## src/rtl/pwm_music_pkg.sv

```systemverilog
// Shared sizing helpers and note constants for the polyphonic PWM music block.
// Note constants are half-periods in clocks for a 10 MHz clock, octave 4.
package pwm_music_pkg;

  localparam int DEF_PERIOD_BITS = 16;
  localparam int DEF_VOL_BITS    = 4;

  function automatic int calc_ch_w(input int channels);
    return (channels <= 1) ? 1 : $clog2(channels);
  endfunction

  // One extra bit per doubling of voices keeps the full-volume sum in range.
  function automatic int calc_mix_w(input int vol_bits, input int channels);
    return vol_bits + calc_ch_w(channels);
  endfunction

  localparam logic [15:0] NOTE_C4 = 16'd19111;
  localparam logic [15:0] NOTE_D4 = 16'd17026;
  localparam logic [15:0] NOTE_E4 = 16'd15169;
  localparam logic [15:0] NOTE_F4 = 16'd14317;
  localparam logic [15:0] NOTE_G4 = 16'd12755;
  localparam logic [15:0] NOTE_A4 = 16'd11364;
  localparam logic [15:0] NOTE_B4 = 16'd10124;
  localparam logic [15:0] NOTE_C5 = 16'd9556;

endpackage

```

## src/rtl/pwm_tone_voice.sv

```systemverilog
// One square-wave voice: half-period counter, square bit, volume with
// optional linear decay. A write restarts the phase and overrides decay.
module pwm_tone_voice #(
  parameter int PERIOD_BITS = 16,
  parameter int VOL_BITS    = 4
) (
  input  logic                   clk,
  input  logic                   rst,
  input  logic                   wr,
  input  logic [PERIOD_BITS-1:0] wr_period,
  input  logic [VOL_BITS-1:0]    wr_vol,
  input  logic                   wr_decay,
  input  logic                   decay_tick,
  output logic                   sq,
  output logic [VOL_BITS-1:0]    vol
);

  logic [PERIOD_BITS-1:0] p_q, p_d;
  logic [PERIOD_BITS-1:0] c_q, c_d;
  logic [VOL_BITS-1:0]    v_q, v_d;
  logic                   d_q, d_d;
  logic                   s_q, s_d;

  always_comb begin
    p_d = p_q;
    v_d = v_q;
    d_d = d_q;
    c_d = c_q;
    s_d = s_q;
    if (wr) begin
      p_d = wr_period;
      v_d = wr_vol;
      d_d = wr_decay;
      c_d = '0;
      s_d = 1'b0;
    end else begin
      if (p_q == '0) begin
        c_d = '0;
        s_d = 1'b0;
      end else if (c_q == p_q - PERIOD_BITS'(1)) begin
        c_d = '0;
        s_d = ~s_q;
      end else begin
        c_d = c_q + PERIOD_BITS'(1);
      end
      if (decay_tick && d_q && (v_q != '0)) begin
        v_d = v_q - VOL_BITS'(1);
      end
    end
  end

  always_ff @(posedge clk) begin
    if (rst) begin
      p_q <= '0;
      v_q <= '0;
      d_q <= 1'b0;
      c_q <= '0;
      s_q <= 1'b0;
    end else begin
      p_q <= p_d;
      v_q <= v_d;
      d_q <= d_d;
      c_q <= c_d;
      s_q <= s_d;
    end
  end

  assign sq  = s_q;
  assign vol = v_q;

endmodule

```

## src/rtl/pwm_music_poly.sv

```systemverilog
// Polyphonic PWM music generator: CHANNELS tone voices mixed into a
// frame-latched duty value driving a single-bit PWM DAC output.
module pwm_music_poly
  import pwm_music_pkg::*;
#(
  parameter int CHANNELS    = 2,
  parameter int PERIOD_BITS = DEF_PERIOD_BITS,
  parameter int VOL_BITS    = DEF_VOL_BITS,
  parameter int DECAY_DIV   = 65536,
  localparam int CH_W       = calc_ch_w(CHANNELS),
  localparam int MIX_W      = calc_mix_w(VOL_BITS, CHANNELS)
) (
  input  logic                   clk,
  input  logic                   rst,
  input  logic                   wr_en,
  input  logic [CH_W-1:0]        wr_chan,
  input  logic [PERIOD_BITS-1:0] wr_period,
  input  logic [VOL_BITS-1:0]    wr_vol,
  input  logic                   wr_decay,
  output logic                   pwm,
  output logic                   frame,
  output logic [MIX_W-1:0]       level,
  output logic [CHANNELS-1:0]    sq
);

  localparam int PRESC_W = $clog2(DECAY_DIV);
  localparam logic [PRESC_W-1:0] PRESC_LAST = PRESC_W'(DECAY_DIV - 1);

  logic [PRESC_W-1:0]  presc_q, presc_d;
  logic [MIX_W-1:0]    cnt_q, cnt_d;
  logic [MIX_W-1:0]    level_q, level_d;
  logic                frame_q, frame_d;
  logic                pwm_q, pwm_d;
  logic                decay_tick;
  logic                wrap;
  logic [MIX_W-1:0]    mix;
  logic [CHANNELS-1:0] sq_w;
  logic [VOL_BITS-1:0] vol_w [CHANNELS];

  assign decay_tick = (presc_q == PRESC_LAST);

  // Write port: wr_en is a single-cycle strobe accepted unconditionally on the
  // edge it is seen; there is no ready, and out-of-range channels drop it.
  for (genvar i = 0; i < CHANNELS; i++) begin : g_voice
    pwm_tone_voice #(
      .PERIOD_BITS(PERIOD_BITS),
      .VOL_BITS   (VOL_BITS)
    ) u_voice (
      .clk       (clk),
      .rst       (rst),
      .wr        (wr_en && (wr_chan == CH_W'(i))),
      .wr_period (wr_period),
      .wr_vol    (wr_vol),
      .wr_decay  (wr_decay),
      .decay_tick(decay_tick),
      .sq        (sq_w[i]),
      .vol       (vol_w[i])
    );
  end

  always_comb begin
    mix = '0;
    for (int i = 0; i < CHANNELS; i++) begin
      if (sq_w[i]) mix = mix + MIX_W'(vol_w[i]);
    end
  end

  // cnt_q is the frame position the registered outputs will show next cycle,
  // so cnt_q == 0 both latches the mix and raises frame in the same cycle.
  always_comb begin
    presc_d = (presc_q == PRESC_LAST) ? '0 : presc_q + PRESC_W'(1);
    wrap    = (cnt_q == '0);
    cnt_d   = cnt_q + MIX_W'(1);
    frame_d = wrap;
    level_d = wrap ? mix : level_q;
    pwm_d   = (cnt_q < level_d);
  end

  always_ff @(posedge clk) begin
    if (rst) begin
      presc_q <= '0;
      cnt_q   <= '0;
      level_q <= '0;
      frame_q <= 1'b0;
      pwm_q   <= 1'b0;
    end else begin
      presc_q <= presc_d;
      cnt_q   <= cnt_d;
      level_q <= level_d;
      frame_q <= frame_d;
      pwm_q   <= pwm_d;
    end
  end

  assign pwm   = pwm_q;
  assign frame = frame_q;
  assign level = level_q;
  assign sq    = sq_w;

endmodule

```

## config.mk

```make
export PLATFORM = sky130hd
export DESIGN_NAME = pwm_music_poly
export DESIGN_NICKNAME = d
export VERILOG_FILES = /design/src/rtl/pwm_music_pkg.sv /design/src/rtl/pwm_tone_voice.sv /design/src/rtl/pwm_music_poly.sv
export SDC_FILE = /design/constraint.sdc
export NUM_CORES = 1
export LEC_CHECK = 0
export ABC_AREA = 0
export CAP_MARGIN = 20
export CORE_MARGIN = 10
export CORE_UTILIZATION = 60
export CTS_CLUSTER_DIAMETER = 40
export DETAILED_ROUTE_END_ITERATION = 8
export PLACE_DENSITY = 0.77
export SYNTH_ARGS = -nofsm -noshare
export SYNTH_HDL_FRONTEND = slang
export SYNTH_SLANG_ARGS = --single-unit
```

## constraint.sdc

```tcl
create_clock -name clk -period 5.8 [get_ports clk]
set_clock_uncertainty 0.05 [all_clocks]
set_input_delay 1.45 -clock clk [delete_from_list [all_inputs] [get_ports clk]]
set_output_delay 1.45 -clock clk [all_outputs]
set_load 0.01 [all_outputs]
```

==> qor.csv, run 1 <==
stage;metric;value;unit
run_status;status;finished clean;
logic_synthesis;Post-Syn Area per Cell;8.28;sq um
critical_path;critical path launch point type;flip-flop;
detailed_routing;Initial DRC Count;240;
place;# port buffers;33;
critical_path;CP required;6.02;ns
timing;Total Neg Setup Slack;0;ns
logic_synthesis;ys flop type;dfxtp_1;
place;dpl hpwl;8980;um
logic_synthesis;sequential-to-total area share from yosys stat;36.2;%
finish;P&R area growth vs syn;9.72;%
clock_network;CTS tree;done;
timing;Final Cycle Share;61.3;%
pwr;pwr/cell area;237;nW/um^2
finish;finished layout cell area;6310;sq um
logic_synthesis;Seq cells post-synth;104;
place;Final GP Congestion;0.812;
global_routing;largest net degree at the start of global routing;34;
clock_network;Post-CTS Setup Bufs;0;
clock_network;clock latency on the worst-skew pair;0.38;ns
clock_network;CTS resizes;0;
floorplanning;DIE HEIGHT;118;um
pwr;Worst VDD drop;0.134;mV
logic_synthesis;Syn Nets;738;
detailed_routing;first-pass iteration count of the detailed router;4;
logic_synthesis;Syn Inst Count;695;
detailed_routing;DR vias;4809;
finish;fraction of layout cells with a size suffix above 1;7.07;%
logic_synthesis;Post-synth EDFFs;0;
place;Area after DPL;6090;sq um
timing;RSZ-0062 raised after global routing;false;
logic_synthesis;Async SR Flop Fraction;0;%
timing;Period minus WS final;3.56;ns
floorplanning;Core Area;9280;sq um
finish;Final #Nets;745;
critical_path;CP Max Fanout;17;
timing;Final setup viols;0;
floorplanning;Die ar.;13900;sq um
critical_path;Worst Setup End Kind;flip-flop;
clock_network;# clock sinks;104;
hold_path;Worst Hold Class;flip-flop to flip-flop;
finish;antenna cell count;0;
global_routing;first-pass GRT wire length;21000;um
timing;Hold Slack;0.409;ns
clock_network;H-tree levels;3;
floorplanning;Die W;118;um
logic_synthesis;top post-synthesis cells by count;104 x dfxtp_1, 98 x nand2_1, 54 x nor2_1, 51 x xor2_1, 42 x a21oi_1;
pwr;Pleak;2.31;nW
global_routing;initial antenna violation count;0;
logic_synthesis;yosys warns;0;
timing;Hold Fails Final Rpt;0;
detailed_routing;Routed Antenna Nets;0;
timing;worst slew pin tran;0.961;ns
timing;f_max;281;MHz
hold_path;hold path depth;2;
floorplanning;site row count;35;
clock_network;TritonCTS Buffers;9;
critical_path;WS Path Type;flip-flop to flip-flop;
detailed_routing;WL final;12400;um
global_routing;vias in the first global route;4572;
logic_synthesis;most frequent cell after synthesis;dfxtp_1;
logic_synthesis;Synth top area share;36.2;%
floorplanning;Initial Util;62.0;%
clock_network;Max Root-Sink Buffers;2;
detailed_routing;Remaining DRCs;0;
hold_path;min-delay src;g_voice[1].u_voice.d_q;
critical_path;Reg2Reg Depth;8;
detailed_routing;vias per inst;5.75;
clock_network;clk slew on worst S/H paths;0.11;ns
logic_synthesis;Synth Cell Area;5750;sq um
floorplanning;num ports;34;
flow_run;MaxCap Viol Count;0;
timing;Slew Viols, Final;0;
detailed_routing;WL/cell;14.8;um
logic_synthesis;Yosys top cell by area;dfxtp_1;
timing;normalized max-slew margin;35.3;%
clock_network;Hold-fix buffers, CTS;0;
critical_path;WP data arrival;3.78;ns
global_routing;total track usage;17.4;%
clock_network;clock root cell;clkbuf_8;
global_routing;total congestion overflow;0;
critical_path;Crit Reg-Reg Startpoint;g_voice[0].u_voice.p_q[0];
logic_synthesis;synth unique cells;68;
critical_path;Critical path origin;g_voice[0].u_voice.p_q[0];
logic_synthesis;Area contributors post-synth;dfxtp_1 36%, xor2_1 7.8%, nand2_1 6.4%;
==> cells in the final DEF (no fill, tap or decap), types with 9 or more instances in the layout <==
| cell | synthesis | final |
|---|---|---|
| dfxtp_1 | 104 | 104 |
| nand2_1 | 98 | 98 |
| nor2_1 | 54 | 54 |
| xor2_1 | 51 | 51 |
| a21oi_1 | 42 | 42 |
| xnor2_1 | 37 | 37 |
| nor3_1 | 33 | 33 |
| clkdlybuf4s50_1 | 0 | 32 |
| nand3_1 | 30 | 30 |
| inv_1 | 22 | 22 |
| ha_1 | 17 | 17 |
| o21ai_0 | 14 | 14 |
| nand4_1 | 13 | 13 |
| and4_1 | 10 | 10 |
| nor3_2 | 10 | 10 |
| nor2b_1 | 9 | 9 |
| clkbuf_8 | 0 | 9 |
==> metal layers <==
metal | track usage, % | vias up | wire [um]
li1 | - | 2422 | -
met1 | 22.7 | 2280 | 6090
met2 | 28.3 | 93 | 5670
met3 | 2.83 | 14 | 445
met4 | 6.03 | 0 | 152
met5 | 0 | - | 0
==> worst paths after layout <==
kind                                          endpoint  slack (ns)
worst min register to register  g_voice[1].u_voice.d_q        0.41
worst max register to register   g_voice[0].u_voice.sq        2.24
worst min-delay path            g_voice[1].u_voice.d_q        0.41
worst max-delay path             g_voice[0].u_voice.sq        2.24
==> cell type report <==
| class | count | area (sq um) |
|---|---|---|
| Fill cell | 774 | 2970 |
| Multi-Input combinational cell | 527 | 3410 |
| Clock buffer | 9 | 124 |
| Timing Repair Buffer | 38 | 367 |
| Inverter | 22 | 82.6 |
| Sequential cell | 104 | 2080 |
| Tap cell | 129 | 161 |
| Clock inverter | 7 | 90.1 |
==> state kept, by name, summed over array words and instances (netlist names) <==
| signal | cells |
|---|---|
| frame | 1 |
| g_voice.u_voice.p_q | 32 |
| g_voice.u_voice.d_q | 2 |
| g_voice.u_voice.vol | 8 |
| g_voice.u_voice.sq | 2 |
| cnt_q | 5 |
| pwm | 1 |
| presc_q | 16 |
| g_voice.u_voice.c_q | 32 |
| level | 5 |
==> through the flow <==
stage	std cells	utilization (%)	setup slack [ns]	power, mW
after floorplan	695	-	3.05	0.959
after global placement	818	65.5	2.30	1.02
after detailed placement	819	65.6	2.23	1.03
after CTS	835	67.9	2.26	1.50
after global routing	836	68.0	2.02	1.57
final	836	68.0	2.24	1.49
==> cell families after synthesis <==
group | count (synthesis) | synth area share (%)
and+or+nand+nor | 307 | 27.9
AOI/OAI and AO/OA | 106 | 12.2
DFF | 104 | 36.2
xor gates and xnor gates | 89 | 13.7
buffers and inverters | 64 | 4.70
adders and majority gates | 18 | 4.05
muxes | 7 | 1.26
==> critical path, stage by stage (launching register included) <==
cell       delay [ns]
dfxtp_1          0.37
inv_1            0.08
ha_1             0.22
nor3b_1          0.80
and3_1           0.28
o22ai_1          0.06
or3_1            0.44
a2111oi_4        0.77
mux2_1           0.39
==> where the power goes <==
group	leakage (nW)	internal [mW]	switching, mW
registers	0.846	0.740	0.0339
logic	1.36	0.112	0.131
clock network	0.107	0.209	0.268
(Power assumes the default switching activity.)
==> run 2, diff against run 1 <==
==> constraint.sdc (replaced) <==
create_clock -name clk -period 3.7 [get_ports clk]
set_clock_uncertainty 0.05 [all_clocks]
set_input_delay 0.925 -clock clk [delete_from_list [all_inputs] [get_ports clk]]
set_output_delay 0.925 -clock clk [all_outputs]
set_load 0.01 [all_outputs]
==> run 2 against run 1 <==
Compared with the run above: first-iteration DRC count rose by 22%; via count rose by 2.2%; die area did not move; highest routed layer unchanged; critical path depth rose by 1; largest power group unchanged; sequential power rose by 56%; global-route usage rose by 0.95 points; final cell count rose by 0.72%; sequential share of layout area fell by 0.18 points; non-clock buffer count rose by 6.
==> qor.csv, run 2 (same netlist as run 1, synthesis figures left out) <==
stage;metric;value;unit;change
finish;largest registers;g_voice.u_voice.c_q: 32 flops, g_voice.u_voice.p_q: 32 flops, presc_q: 16 flops;;unchanged
place;# port buffers;33;;unchanged
detailed_routing;Routed Antenna Nets;0;;unchanged
clock_network;clk slew on worst S/H paths;0.11;ns;about the same
clock_network;CTS tree;done;;unchanged
global_routing;first-pass GRT wire length;22100;um;was 21,000 um
clock_network;# clock sinks;104;;unchanged
run_status;status;finished clean;;unchanged
pwr;Comb pwr share;16.8;%;was 16.3%
place;dpl ws;0.836;ns;was 2.23 ns
detailed_routing;Initial DRC Count;292;;was 240
global_routing;largest net degree at the start of global routing;34;;unchanged
clock_network;TritonCTS Buffers;9;;unchanged
finish;antenna cell count;0;;unchanged
clock_network;CTS resizes;0;;unchanged
clock_network;clock root cell;clkbuf_8;;unchanged
detailed_routing;first-pass iteration count of the detailed router;7;;was 4
timing;f_max;341;MHz;was 281 MHz
critical_path;WS Path Type;flip-flop to flip-flop;;unchanged
global_routing;initial antenna violation count;0;;unchanged
finish;Final Util;68.4;%;was 68.0%
global_routing;total track usage;18.3;%;was 17.4%
timing;Slew Viols, Final;0;;unchanged
timing;Final Worst Setup Slack;0.766;ns;was 2.24 ns
timing;Total Neg Setup Slack;0;ns;unchanged
detailed_routing;WL/cell;15.3;um;was 14.8 um
timing;Hold Slack;0.410;ns;was 0.409 ns
pwr;pwr/cell area;372;nW/um^2;was 237 nW/um^2
floorplanning;DIE HEIGHT;118;um;unchanged
timing;Hold Fails Final Rpt;0;;unchanged
timing;Period minus WS final;2.93;ns;was 3.56 ns
timing;worst slew pin tran;0.776;ns;was 0.961 ns
pwr;Worst VDD drop;0.195;mV;was 0.134 mV
pwr;Clock power frac;31.8;%;was 31.9%
pwr;sw frac;29.3;%;was 29.0%
detailed_routing;Remaining DRCs;0;;unchanged
pwr;Pleak;2.34;nW;was 2.31 nW
floorplanning;num ports;34;;unchanged
finish;P&R area growth vs syn;10.3;%;was 9.72%
detailed_routing;DR vias;4917;;was 4,809
critical_path;CP Max Fanout;16;;was 17
critical_path;CP required;3.91;ns;was 6.02 ns
floorplanning;Core Area;9280;sq um;unchanged
floorplanning;Initial Util;62.0;%;unchanged
floorplanning;Die W;118;um;unchanged
critical_path;Worst Setup End Kind;flip-flop;;unchanged
global_routing;total congestion overflow;0;;unchanged
finish;Final #Nets;751;;was 745
timing;normalized max-slew margin;48.1;%;was 35.3%
pwr;power share of the sequential group;51.4;%;was 51.8%
clock_network;Max Root-Sink Buffers;2;;unchanged
clock_network;Hold-fix buffers, CTS;0;;unchanged
timing;RSZ-0062 raised after global routing;false;;unchanged
finish;finished layout cell area;6350;sq um;was 6310 sq um
finish;most frequent cells in the layout;104 x dfxtp_1, 98 x nand2_1, 54 x nor2_1;;unchanged
critical_path;WP data arrival;3.14;ns;was 3.78 ns
place;Final GP Congestion;0.923;;was 0.812
clock_network;Post-CTS Setup Bufs;0;;unchanged
flow_run;MaxCap Viol Count;0;;unchanged
clock_network;H-tree levels;3;;unchanged
detailed_routing;WL final;12900;um;was 12,400 um
floorplanning;Die ar.;13900;sq um;unchanged
place;Area after DPL;6140;sq um;was 6090 sq um
critical_path;critical path launch point type;flip-flop;;unchanged
hold_path;Worst Hold Class;flip-flop to flip-flop;;unchanged
place;dpl hpwl;9510;um;was 8980 um
pwr;switching power;691;uW;was 433 uW
clock_network;clock latency on the worst-skew pair;0.37;ns;was 0.38 ns
finish;commonest non-fill, non-tap cell in the layout;dfxtp_1;;unchanged
timing;Final Cycle Share;79.3;%;was 61.3%
finish;fraction of layout cells with a size suffix above 1;7.85;%;was 7.07%
global_routing;vias in the first global route;4719;;was 4,572
timing;Final setup viols;0;;unchanged
floorplanning;site row count;35;;unchanged
detailed_routing;vias per inst;5.84;;was 5.75
pwr;Int Power;1.67;mW;was 1.06 mW
## run 2: cell types whose count changed in the layout (fill, tap and decap cells not counted), sizes merged
cell and change:
buf +6, inv +3, clkinv -3
## run 2: metrics by stage
step,power (mW),instances
finish,2.36,842
floorplan,1.50,695
detailed placement,1.63,826
global route,2.47,842
CTS,2.37,842
global placement,1.61,826
## run 2: cell type report
cell class | instances | area, sq um
multi-input cells | 527 | 3410
fillers | 792 | 2940
flip-flops and latches | 104 | 2080
repair buffers | 44 | 408
well taps | 129 | 161
clock buffers | 9 | 124
clock inverters | 7 | 83.8
inverters | 22 | 82.6
## run 2: power groups by stage
stage / sequential (mW) / clock (mW) / combinational (mW)
finish: 1.21 / 0.751 / 0.398
CTS: 1.21 / 0.764 / 0.395
global placement: 1.24 / 0 / 0.375
floorplan: 1.22 / 0 / 0.280
detailed placement: 1.24 / 0 / 0.390
global route: 1.22 / 0.811 / 0.439
## run 2: per-layer routing
metal	up-vias	GRT usage, %	part of all wire, %	wire length, um
met4	0	4.71	1.2	159
met2	132	29.5	47	6040
met1	2337	23.8	47	6070
met3	16	4.56	4.9	628
met5	-	0	0	0
li1	2432	-	-	-
## run 2: path summary, 6_finish.rpt
| path | from | endpoint | slack (ns) | cells past startpoint |
|---|---|---|---|---|
| setup / recovery | g_voice[1].u_voice.p_q[0] | g_voice[1].u_voice.c_q[3] | 0.77 | 9 |
| hold / removal | g_voice[0].u_voice.d_q | g_voice[0].u_voice.d_q | 0.41 | 2 |
| setup reg to reg | g_voice[1].u_voice.p_q[0] | g_voice[1].u_voice.c_q[3] | 0.77 | 9 |
| hold reg to reg | g_voice[0].u_voice.d_q | g_voice[0].u_voice.d_q | 0.41 | 2 |
## run 2: critical path: stages (launching register included)
cell and delay, ns:
dfxtp_1 0.40, inv_1 0.09, ha_1 0.31, nor4b_1 0.41, nand2_1 0.18, a2111oi_0 0.60
nor2_1 0.16, nor4_4 0.25, buf_4 0.29, nor3_1 0.08
==> run 3, diff against run 2 <==
--- a/config.mk
+++ b/config.mk
@@ -8,10 +8,10 @@
 export ABC_AREA = 0
 export CAP_MARGIN = 20
 export CORE_MARGIN = 10
-export CORE_UTILIZATION = 60
+export CORE_UTILIZATION = 54
 export CTS_CLUSTER_DIAMETER = 40
 export DETAILED_ROUTE_END_ITERATION = 8
-export PLACE_DENSITY = 0.77
+export PLACE_DENSITY = 0.73
 export SYNTH_ARGS = -nofsm -noshare
 export SYNTH_HDL_FRONTEND = slang
 export SYNTH_SLANG_ARGS = --single-unit
==> constraint.sdc (replaced) <==
create_clock -name clk -period 2.41 [get_ports clk]
set_clock_uncertainty 0.05 [all_clocks]
set_input_delay 0.6025 -clock clk [delete_from_list [all_inputs] [get_ports clk]]
set_output_delay 0.6025 -clock clk [all_outputs]
set_load 0.01 [all_outputs]
==> run 3 against run 2 <==
Compared with the run above: the run now ends with negative setup slack left; wire length rose by 11%; hold slack got worse by 0.0020 ns; sequential share of layout area shrank 4.1 points; clock power up 58%; non-clock buffer count up 64; maximum frequency up 12%; flip-flop and latch count did not move; design area is 15% higher; register-to-register slack lost 0.97 ns; global-route usage is essentially flat; highest routed layer unchanged; critical path depth grew 1.
==> qor.csv, run 3 (same netlist as run 1, synthesis figures left out) <==
stage;metric;value;unit;change
clock_network;CTS tree;done;;unchanged
finish;largest registers;g_voice.u_voice.c_q: 32 flops, g_voice.u_voice.p_q: 32 flops, presc_q: 16 flops;;unchanged
finish;most frequent cells in the layout;96 x nand2_1, 96 x dfxtp_1, 68 x buf_4;;was 104 x dfxtp_1, 98 x nand2_1, 54 x nor2_1
critical_path;WS Path Type;flip-flop to flip-flop;;unchanged
finish;# fillers;816;;was 792
timing;RSZ-0062 raised after global routing;true;;was false
finish;P&R area growth vs syn;27.0;%;was 10.3%
hold_path;min-delay src;g_voice[1].u_voice.d_q;;was g_voice[0].u_voice.d_q
detailed_routing;Remaining DRCs;0;;unchanged
timing;Final Worst Setup Slack;-0.204;ns;was 0.766 ns
place;# port buffers;33;;unchanged
clock_network;clock root cell;clkbuf_8;;unchanged
clock_network;Hold-fix buffers, CTS;0;;unchanged
timing;Hold Fails Final Rpt;0;;unchanged
detailed_routing;first-pass iteration count of the detailed router;4;;was 7
detailed_routing;WL final;14400;um;was 12,900 um
detailed_routing;uppermost layer routed;met4;;unchanged
critical_path;Crit Reg-Reg Startpoint;g_voice[1].u_voice.p_q[2];;was g_voice[1].u_voice.p_q[0]
run_status;failing checks;negative setup slack;;
hold_path;Worst Hold Class;flip-flop to flip-flop;;unchanged
timing;Hold Slack;0.408;ns;was 0.410 ns
clock_network;Max Root-Sink Buffers;2;;unchanged
critical_path;WP data arrival;2.83;ns;was 3.14 ns
global_routing;initial antenna violation count;0;;unchanged
detailed_routing;DR vias;5165;;was 4,917
critical_path;CP peak stage delay;0.59;ns;was 0.60 ns
critical_path;Reg2Reg Capture Point;g_voice[1].u_voice.c_q[13];;was g_voice[1].u_voice.c_q[3]
pwr;Pleak;2.76;nW;was 2.34 nW
detailed_routing;Initial DRC Count;338;;was 292
run_status;status;complete, but fails checks;;was finished clean
floorplanning;Die W;123;um;was 118 um
clock_network;clock latency on the worst-skew pair;0.38;ns;was 0.37 ns
hold_path;hold worst-path end;g_voice[1].u_voice.d_q;;was g_voice[0].u_voice.d_q
finish;area of the multi-input gates;3780;sq um;was 3410 sq um
clock_network;# clock sinks;104;;unchanged
timing;normalized max-slew margin;62.5;%;was 48.1%
detailed_routing;Met3 Wirelength;653;um;was 628 um
finish;fraction of layout cells with a size suffix above 1;22.3;%;was 7.85%
timing;Slew Viols, Final;0;;unchanged
place;dpl hpwl;9930;um;was 9510 um
timing;Final setup viols;19;;was 0
floorplanning;Die ar.;15200;sq um;was 13,900 sq um
critical_path;CP required;2.63;ns;was 3.91 ns
finish;finished layout cell area;7310;sq um;was 6350 sq um
global_routing;vias in the first global route;4861;;was 4,719
clock_network;clk slew on worst S/H paths;0.09;ns;was 0.11 ns
detailed_routing;Routed Antenna Nets;0;;unchanged
detailed_routing;WL/cell;15.7;um;was 15.3 um
critical_path;CP bufs+invs;4;;was 2
critical_path;critical path launch point type;flip-flop;;unchanged
critical_path;R2R setup slack;-0.20;ns;was 0.77 ns
critical_path;Crit path max-delay family;simple AND/OR/NAND/NOR gates;;unchanged
critical_path;CP Max Fanout;8;;was 16
finish;Final #Nets;815;;was 751
clock_network;H-tree levels;3;;unchanged
finish;Final Util;70.5;%;was 68.4%
critical_path;Worst Setup End Kind;flip-flop;;unchanged
clock_network;TritonCTS Buffers;9;;unchanged
floorplanning;num ports;34;;unchanged
floorplanning;DIE HEIGHT;123;um;was 118 um
timing;Final Cycle Share;108;%;was 79.3%
finish;register area;2100;sq um;was 2080 sq um
global_routing;largest net degree at the start of global routing;25;;was 34
place;Final GP Congestion;0.863;;was 0.923
finish;antenna cell count;0;;unchanged
pwr;Worst VDD drop;0.377;mV;was 0.195 mV
global_routing;total track usage;18.4;%;was 18.3%
critical_path;CP max stage cell;or4_4;;was a2111oi_0
global_routing;total congestion overflow;0;;unchanged
timing;f_max;383;MHz;was 341 MHz
pwr;pwr/cell area;526;nW/um^2;was 372 nW/um^2
critical_path;most used cell along the critical path;buf_4;;
place;Area after DPL;6630;sq um;was 6140 sq um
critical_path;CP cell instances;or4_4 -> nor4_4 -> buf_4 -> mux2i_1 -> mux2i_1 -> buf_4 -> nor4_4 -> buf_4 -> clkbuf_16 -> nor3_2;;was inv_1 -> ha_1 -> nor4b_1 -> nand2_1 -> a2111oi_0 -> nor2_1 -> nor4_4 -> buf_4 -> nor3_1
detailed_routing;WL met1;6620;um;was 6070 um
global_routing;first-pass GRT wire length;22900;um;was 22,100 um
floorplanning;site row count;37;;was 35
pwr;total power;3.85;mW;was 2.36 mW
detailed_routing;Routed met2 length;6880;um;was 6040 um
timing;Period minus WS final;2.61;ns;was 2.93 ns
floorplanning;Initial Util;55.5;%;was 62.0%
timing;Total Neg Setup Slack;-3.42;ns;was 0 ns
hold_path;hold path depth;2;;unchanged
detailed_routing;vias per inst;5.66;;was 5.84
critical_path;Reg2Reg Depth;10;;was 9
timing;worst slew pin tran;0.558;ns;was 0.776 ns
floorplanning;Core Area;10400;sq um;was 9280 sq um
flow_run;MaxCap Viol Count;0;;unchanged
==> run 3: cell count changes in the layout (fill, tap and decap cells not counted), sizes merged <==
cell	delta
buf	+63
clkbuf	+6
inv	-5
==> run 3: cell type report <==
type / instances / area share (%)
inverters: 22 / 1.16
repair buffers: 108 / 13.1
flip-flops and latches: 104 / 28.7
multi-input cells: 527 / 51.8
clock inverters: 2 / 0.479
clock buffers: 14 / 2.50
well taps: 136 / 2.33
==> run 3: worst reg2reg max path, cell delays in order, from the launching register on <==
cell and delay (ns):
dfxtp_2 0.33, or4_4 0.59, nor4_4 0.28, buf_4 0.16, mux2i_1 0.20, mux2i_1 0.12, buf_4 0.15, nor4_4 0.23
buf_4 0.18, clkbuf_16 0.17, nor3_2 0.04
==> run 3: what timing repair did <==
item	CTS	global route
gates resized for setup	13	65
pin swaps	5	29
buffers inserted	2	8
gates cloned	0	2
setup endpoints to repair	35	35
==> run 3: layer usage <==
metal,global-route usage [%],vias up
li1,-,2564
met1,24.1,2473
met2,29.5,112
met3,3.74,16
met4,6.19,0
met5,0,-
==> run 3: worst max-delay path by stage <==
| stage | from | end | slack (ns) | cells past startpoint |
|---|---|---|---|---|
| 2_1_floorplan | g_voice[1].u_voice.p_q[0] | g_voice[1].u_voice.c_q[6] | -0.15 | 8 |
| 3_3_place_gp | g_voice[0].u_voice.sq | pwm | -0.24 | 13 |
| 3_5_place_dp | g_voice[0].u_voice.sq | pwm | -0.23 | 13 |
| 4_1_cts | g_voice[1].u_voice.p_q[1] | g_voice[1].u_voice.sq | -0.13 | 6 |
| 5_1_grt | g_voice[1].u_voice.p_q[2] | g_voice[1].u_voice.c_q[10] | -0.31 | 10 |
| 6_report | g_voice[1].u_voice.p_q[2] | g_voice[1].u_voice.c_q[13] | -0.20 | 10 |
==> run 3: metrics by stage <==
stage,cells,setup WS (ns)
after detailed placement,885,-0.234
final,913,-0.204
after global routing,913,-0.305
after CTS,903,-0.126
after global placement,885,-0.245
after floorplan,695,-0.150
==> run 3: report_power, final <==
part | total [mW] | switching (mW) | internal [mW]
Clock | 1.19 | 0.593 | 0.594
Combinational | 0.813 | 0.414 | 0.399
Sequential | 1.85 | 0.0652 | 1.78
==> RTL change 1 (settings of run 3) <==
Put one more register stage on the output `level`, with the module's reset. The value now appears one clock later. The other outputs are not delayed to match.
--- a/src/rtl/pwm_music_poly.sv
+++ b/src/rtl/pwm_music_poly.sv
@@ -94,7 +94,13 @@
 
   assign pwm   = pwm_q;
   assign frame = frame_q;
-  assign level = level_q;
+  always_ff @(posedge clk) begin
+    if (rst) begin
+      level <= '0;
+    end else begin
+      level <= level_q;
+    end
+  end
   assign sq    = sq_w;
 
 endmodule
Formal check against the unedited RTL: no difference found for any inputs over 10 cycles, from zero or initial values and one cycle with rst high; that may be too few to reach the edited logic, so the function may still have changed.
==> RTL change 1 against run 3 <==
The flow still finishes with violations (negative setup slack); sequential power up 4%; sequential cell count up 5; power up 1.6%; worst hold slack better by 0.014 ns; final area down 3.2%; setup slack worse by 0.061 ns; wire length down 6.3%; synthesized area down 0.54%; first-iteration DRC count down 1.8%; fmax down 2.3%; synthesized cell count down 1.7%; non-clock buffer count down 18; die area down 0.45%; utilization down 1.9 points; critical path type unchanged.
==> RTL change 1: results <==
metrics = {
    "outcome": {
        "status": "finished, violations left",
        "violations": "negative setup slack",
    },
    "setup_path": {
        "timing.rr.end": "g_voice[0].u_voice.sq",
        "reg2reg_depth": 7,
        "cp.arrival_ns": 2.92,
        "rr_startpoint": "g_voice[0].u_voice.p_q[9]",
    },
    "synthesis": {
        "syn_nets": 726,
        "netlist_top_cells_area": "dfxtp_1 (38%), xor2_1 (7.0%), xnor2_1 (6.9%)",
        "synth_common_cells": "dfxtp_1 (109), nand2_1 (97), nor2_1 (72), a21oi_1 (48), xor2_1 (46)",
    },
    "grt": {
        "grt_pass1_vias": 4874,
        "grt_max_degree": 27,
        "track_usage_pct": 17.71,
        "grt_pass1_wl_um": 22160,
    },
    "sta": {
        "relSlewSlack_pct": 54.05,
        "finalWorstSetupSlack_ns": -0.2650,
        "setup_viol": 18,
    },
    "power_and_ir_drop": {
        "power.leakage_nw": 2.672,
        "peakVddDrop_v": 0.0003880,
        "clockPowerShare_pct": 32.1,
    },
    "cells_and_area": {
        "finalNonFillerCells": 891,
    },
    "place": {
        "place.gp.congestion": 0.8984,
        "pre_cts_slack_ns": -0.2342,
        "placed_cells": 866,
    },
    "detailed_routing": {
        "vias_per_cell": 5.625,
        "drtPass1Iterations": 5,
    },
    "min_path": {
        "hp-start": "level_q[0]",
        "hold_end": "level[0]",
    },
}
## RTL change 1: worst register-to-register path: stages (launching register included)
cell     delay [ns]
dfxtp_1        0.32
buf_4          0.16
nor4_1         0.47
nand4_1        0.32
buf_4          0.24
o31a_2         0.36
or4_4          0.54
a21oi_4        0.15
## RTL change 1: cell type report
cell class / count / share of cell area (%)
Multi-Input combinational cell: 521 / 50.71
Sequential cell: 109 / 31.01
Timing Repair Buffer: 90 / 11.58
Tap cell: 136 / 2.405
Clock buffer: 11 / 2.139
Clock inverter: 5 / 1.149
Inverter: 19 / 1.008
## RTL change 1: worst max path at each step
stage	start	end	slack [ns]	depth (start not counted)
after floorplan	g_voice[0].u_voice.sq	pwm	0.003	13
after global placement	g_voice[0].u_voice.vol[0]	pwm	-0.14	13
after detailed placement	g_voice[0].u_voice.sq	pwm	-0.23	13
after CTS	g_voice[0].u_voice.p_q[0]	g_voice[0].u_voice.c_q[3]	-0.17	11
after global routing	g_voice[0].u_voice.p_q[9]	g_voice[0].u_voice.c_q[12]	-0.49	9
final	g_voice[0].u_voice.p_q[9]	g_voice[0].u_voice.sq	-0.26	7
## RTL change 1: timing repair
item                       CTS  global route
resized for setup           14            58
pin swaps                    8            29
cloned                       0             1
setup endpoints to repair   35            35
buffers inserted             3             5
## RTL change 1: metrics by stage
step	utilization (%)	power, mW	hold WS [ns]	TNS [ns]
6_report	68.55	3.909	0.4220	-3.205
2_1_floorplan	-	2.363	0.3799	0
4_1_cts	65.37	3.859	0.4237	-2.622
3_3_place_gp	62.14	2.557	0.3924	-1.815
5_1_grt	68.55	4.085	0.4505	-7.632
3_5_place_dp	62.14	2.579	0.3983	-4.199
## RTL change 1: kinds of logic (layout without fill, tap and decap cells)
| kind of cell | after synthesis | count (layout) | share of synthesized area (%) |
|---|---|---|---|
| multiplexers | 5 | 5 | 0.8747 |
| XOR/XNOR | 92 | 92 | 14.32 |
| AO/OA/AOI/OAI | 95 | 95 | 10.19 |
| flip-flops | 109 | 109 | 38.14 |
| AND/OR/NAND/NOR | 311 | 311 | 28.19 |
| buffers and inverters | 53 | 125 | 4.220 |
| adder cells (fa/ha/maj) | 18 | 18 | 4.067 |
## RTL change 1: power by group through the flow
| stage | Sequential (mW) | Clock [mW] | Combinational [mW] |
|---|---|---|---|
| floorplan | 1.96 | 0 | 0.405 |
| global placement | 1.96 | 0 | 0.595 |
| detailed placement | 1.96 | 0 | 0.615 |
| CTS | 1.92 | 1.29 | 0.646 |
| global route | 1.94 | 1.35 | 0.789 |
| finish | 1.93 | 1.25 | 0.724 |
## RTL change 1: per-layer routing
layer	vias up	global-route usage [%]	part of all wire [%]
li1	2472	-	-
met1	2384	21.72	43
met2	132	30.22	49
met3	24	3.737	5.5
met4	0	5.965	1.9
met5	-	0	0
==> RTL change 2 (config.mk and constraints of run 3) <==
Without the edit above. Set the package constant `DEF_VOL_BITS` to 5 (it was 4).
--- a/src/rtl/pwm_music_pkg.sv
+++ b/src/rtl/pwm_music_pkg.sv
@@ -3,7 +3,7 @@
 package pwm_music_pkg;
 
   localparam int DEF_PERIOD_BITS = 16;
-  localparam int DEF_VOL_BITS    = 4;
+  localparam int DEF_VOL_BITS    = 5;
 
   function automatic int calc_ch_w(input int channels);
     return (channels <= 1) ? 1 : $clog2(channels);
Interface: changed (resized level and wr_vol); port bits go from 34 to 36. The function was not compared with the original's and may differ.
==> RTL change 2 against run 3 <==
The run still ends with negative setup slack left; synthesized area up 2.1%; critical path depth rose by 1; wire length down 0.61%; fmax grew 3.9%; non-clock buffer count down 6; first-iteration DRC count is 29% lower; setup slack improved by 0.099 ns; sequential cell count is 4 higher; die area increased by 1.7%; worst hold slack gained 0.018 ns; final area decreased by 0.80%; clock power decreased by 7%; sequential share of layout area grew 1.3 points; power down 3.1%; largest power group unchanged; highest routed layer unchanged.
==> RTL change 2: results <==
metrics = {
    "setup_path": {
        "crit_family": "compound AO/OA/AOI/OAI gates",
        "reg2reg_depth": 11,
        "timing.rr.end": "g_voice[1].u_voice.c_q[1]",
        "cpPeakStageDelay_ns": 0.34,
    },
    "cells_and_area": {
        "finalNonFillerCells": 935,
        "n_all_buffers": 102,
        "seq-cell-share_pct": 30.00,
    },
    "outcome": {
        "violations": "negative setup slack",
        "status": "finished, violations left",
    },
    "synthesis": {
        "netlist_top_cells_area": "dfxtp_1 (37%), xnor2_1 (7.9%), nand2_1 (6.5%)",
        "synth.avg_cell_area_um2": 8.224,
        "synth_common_cells": "dfxtp_1 (108), nand2_1 (101), nor2_1 (68), xnor2_1 (53), a21oi_1 (47)",
    },
    "min_path": {
        "whs_path_depth": 1,
    },
    "grt": {
        "grt_max_degree": 37,
        "track_usage_pct": 17.92,
        "grt_pass1_wl_um": 24030,
    },
    "place": {
        "placed_cells": 911,
        "port_buffers": 35,
        "place.gp.congestion": 0.8496,
    },
    "power_and_ir_drop": {
        "powerClk_mw": 1.11,
        "power_switching_mw": 1.063,
        "power.leakage_nw": 2.653,
        "peakVddDrop_v": 0.0003629,
    },
    "sta": {
        "setup_viol": 17,
        "finalWorstSetupSlack_ns": -0.1054,
    },
    "detailed_routing": {
        "wl_um": 14270,
        "route.met3.wl_um": 621,
    },
}
-- RTL change 2: cell count changes after synthesis, moves of 6 or more --
| cell | delta |
|---|---|
| and2_1 | +6 |
| nand4_1 | +8 |
| nor2_1 | +14 |
| nor3_1 | +10 |
| nor3_2 | -9 |
| o21ai_0 | -8 |
| xnor2_1 | +16 |
| xor2_1 | -10 |
-- RTL change 2: logic make-up after synthesis --
logic type / share of synthesized area [%]
flops: 36.82
fa+ha+maj: 4.816
buf+inv: 4.091
simple gates: 27.70
mux: 1.108
compound gates: 11.06
xor+xnor: 14.40
-- RTL change 2: stage by stage --
step | worst slack [ns] | TNS (ns) | power, mW
floorplan | -0.02748 | -0.02748 | 2.349
global placement | -0.05412 | -0.2034 | 2.567
detailed placement | -0.1814 | -2.346 | 2.587
CTS | -0.1089 | -0.3158 | 3.714
global route | -0.2640 | -2.992 | 3.918
finish | -0.1054 | -1.555 | 3.728
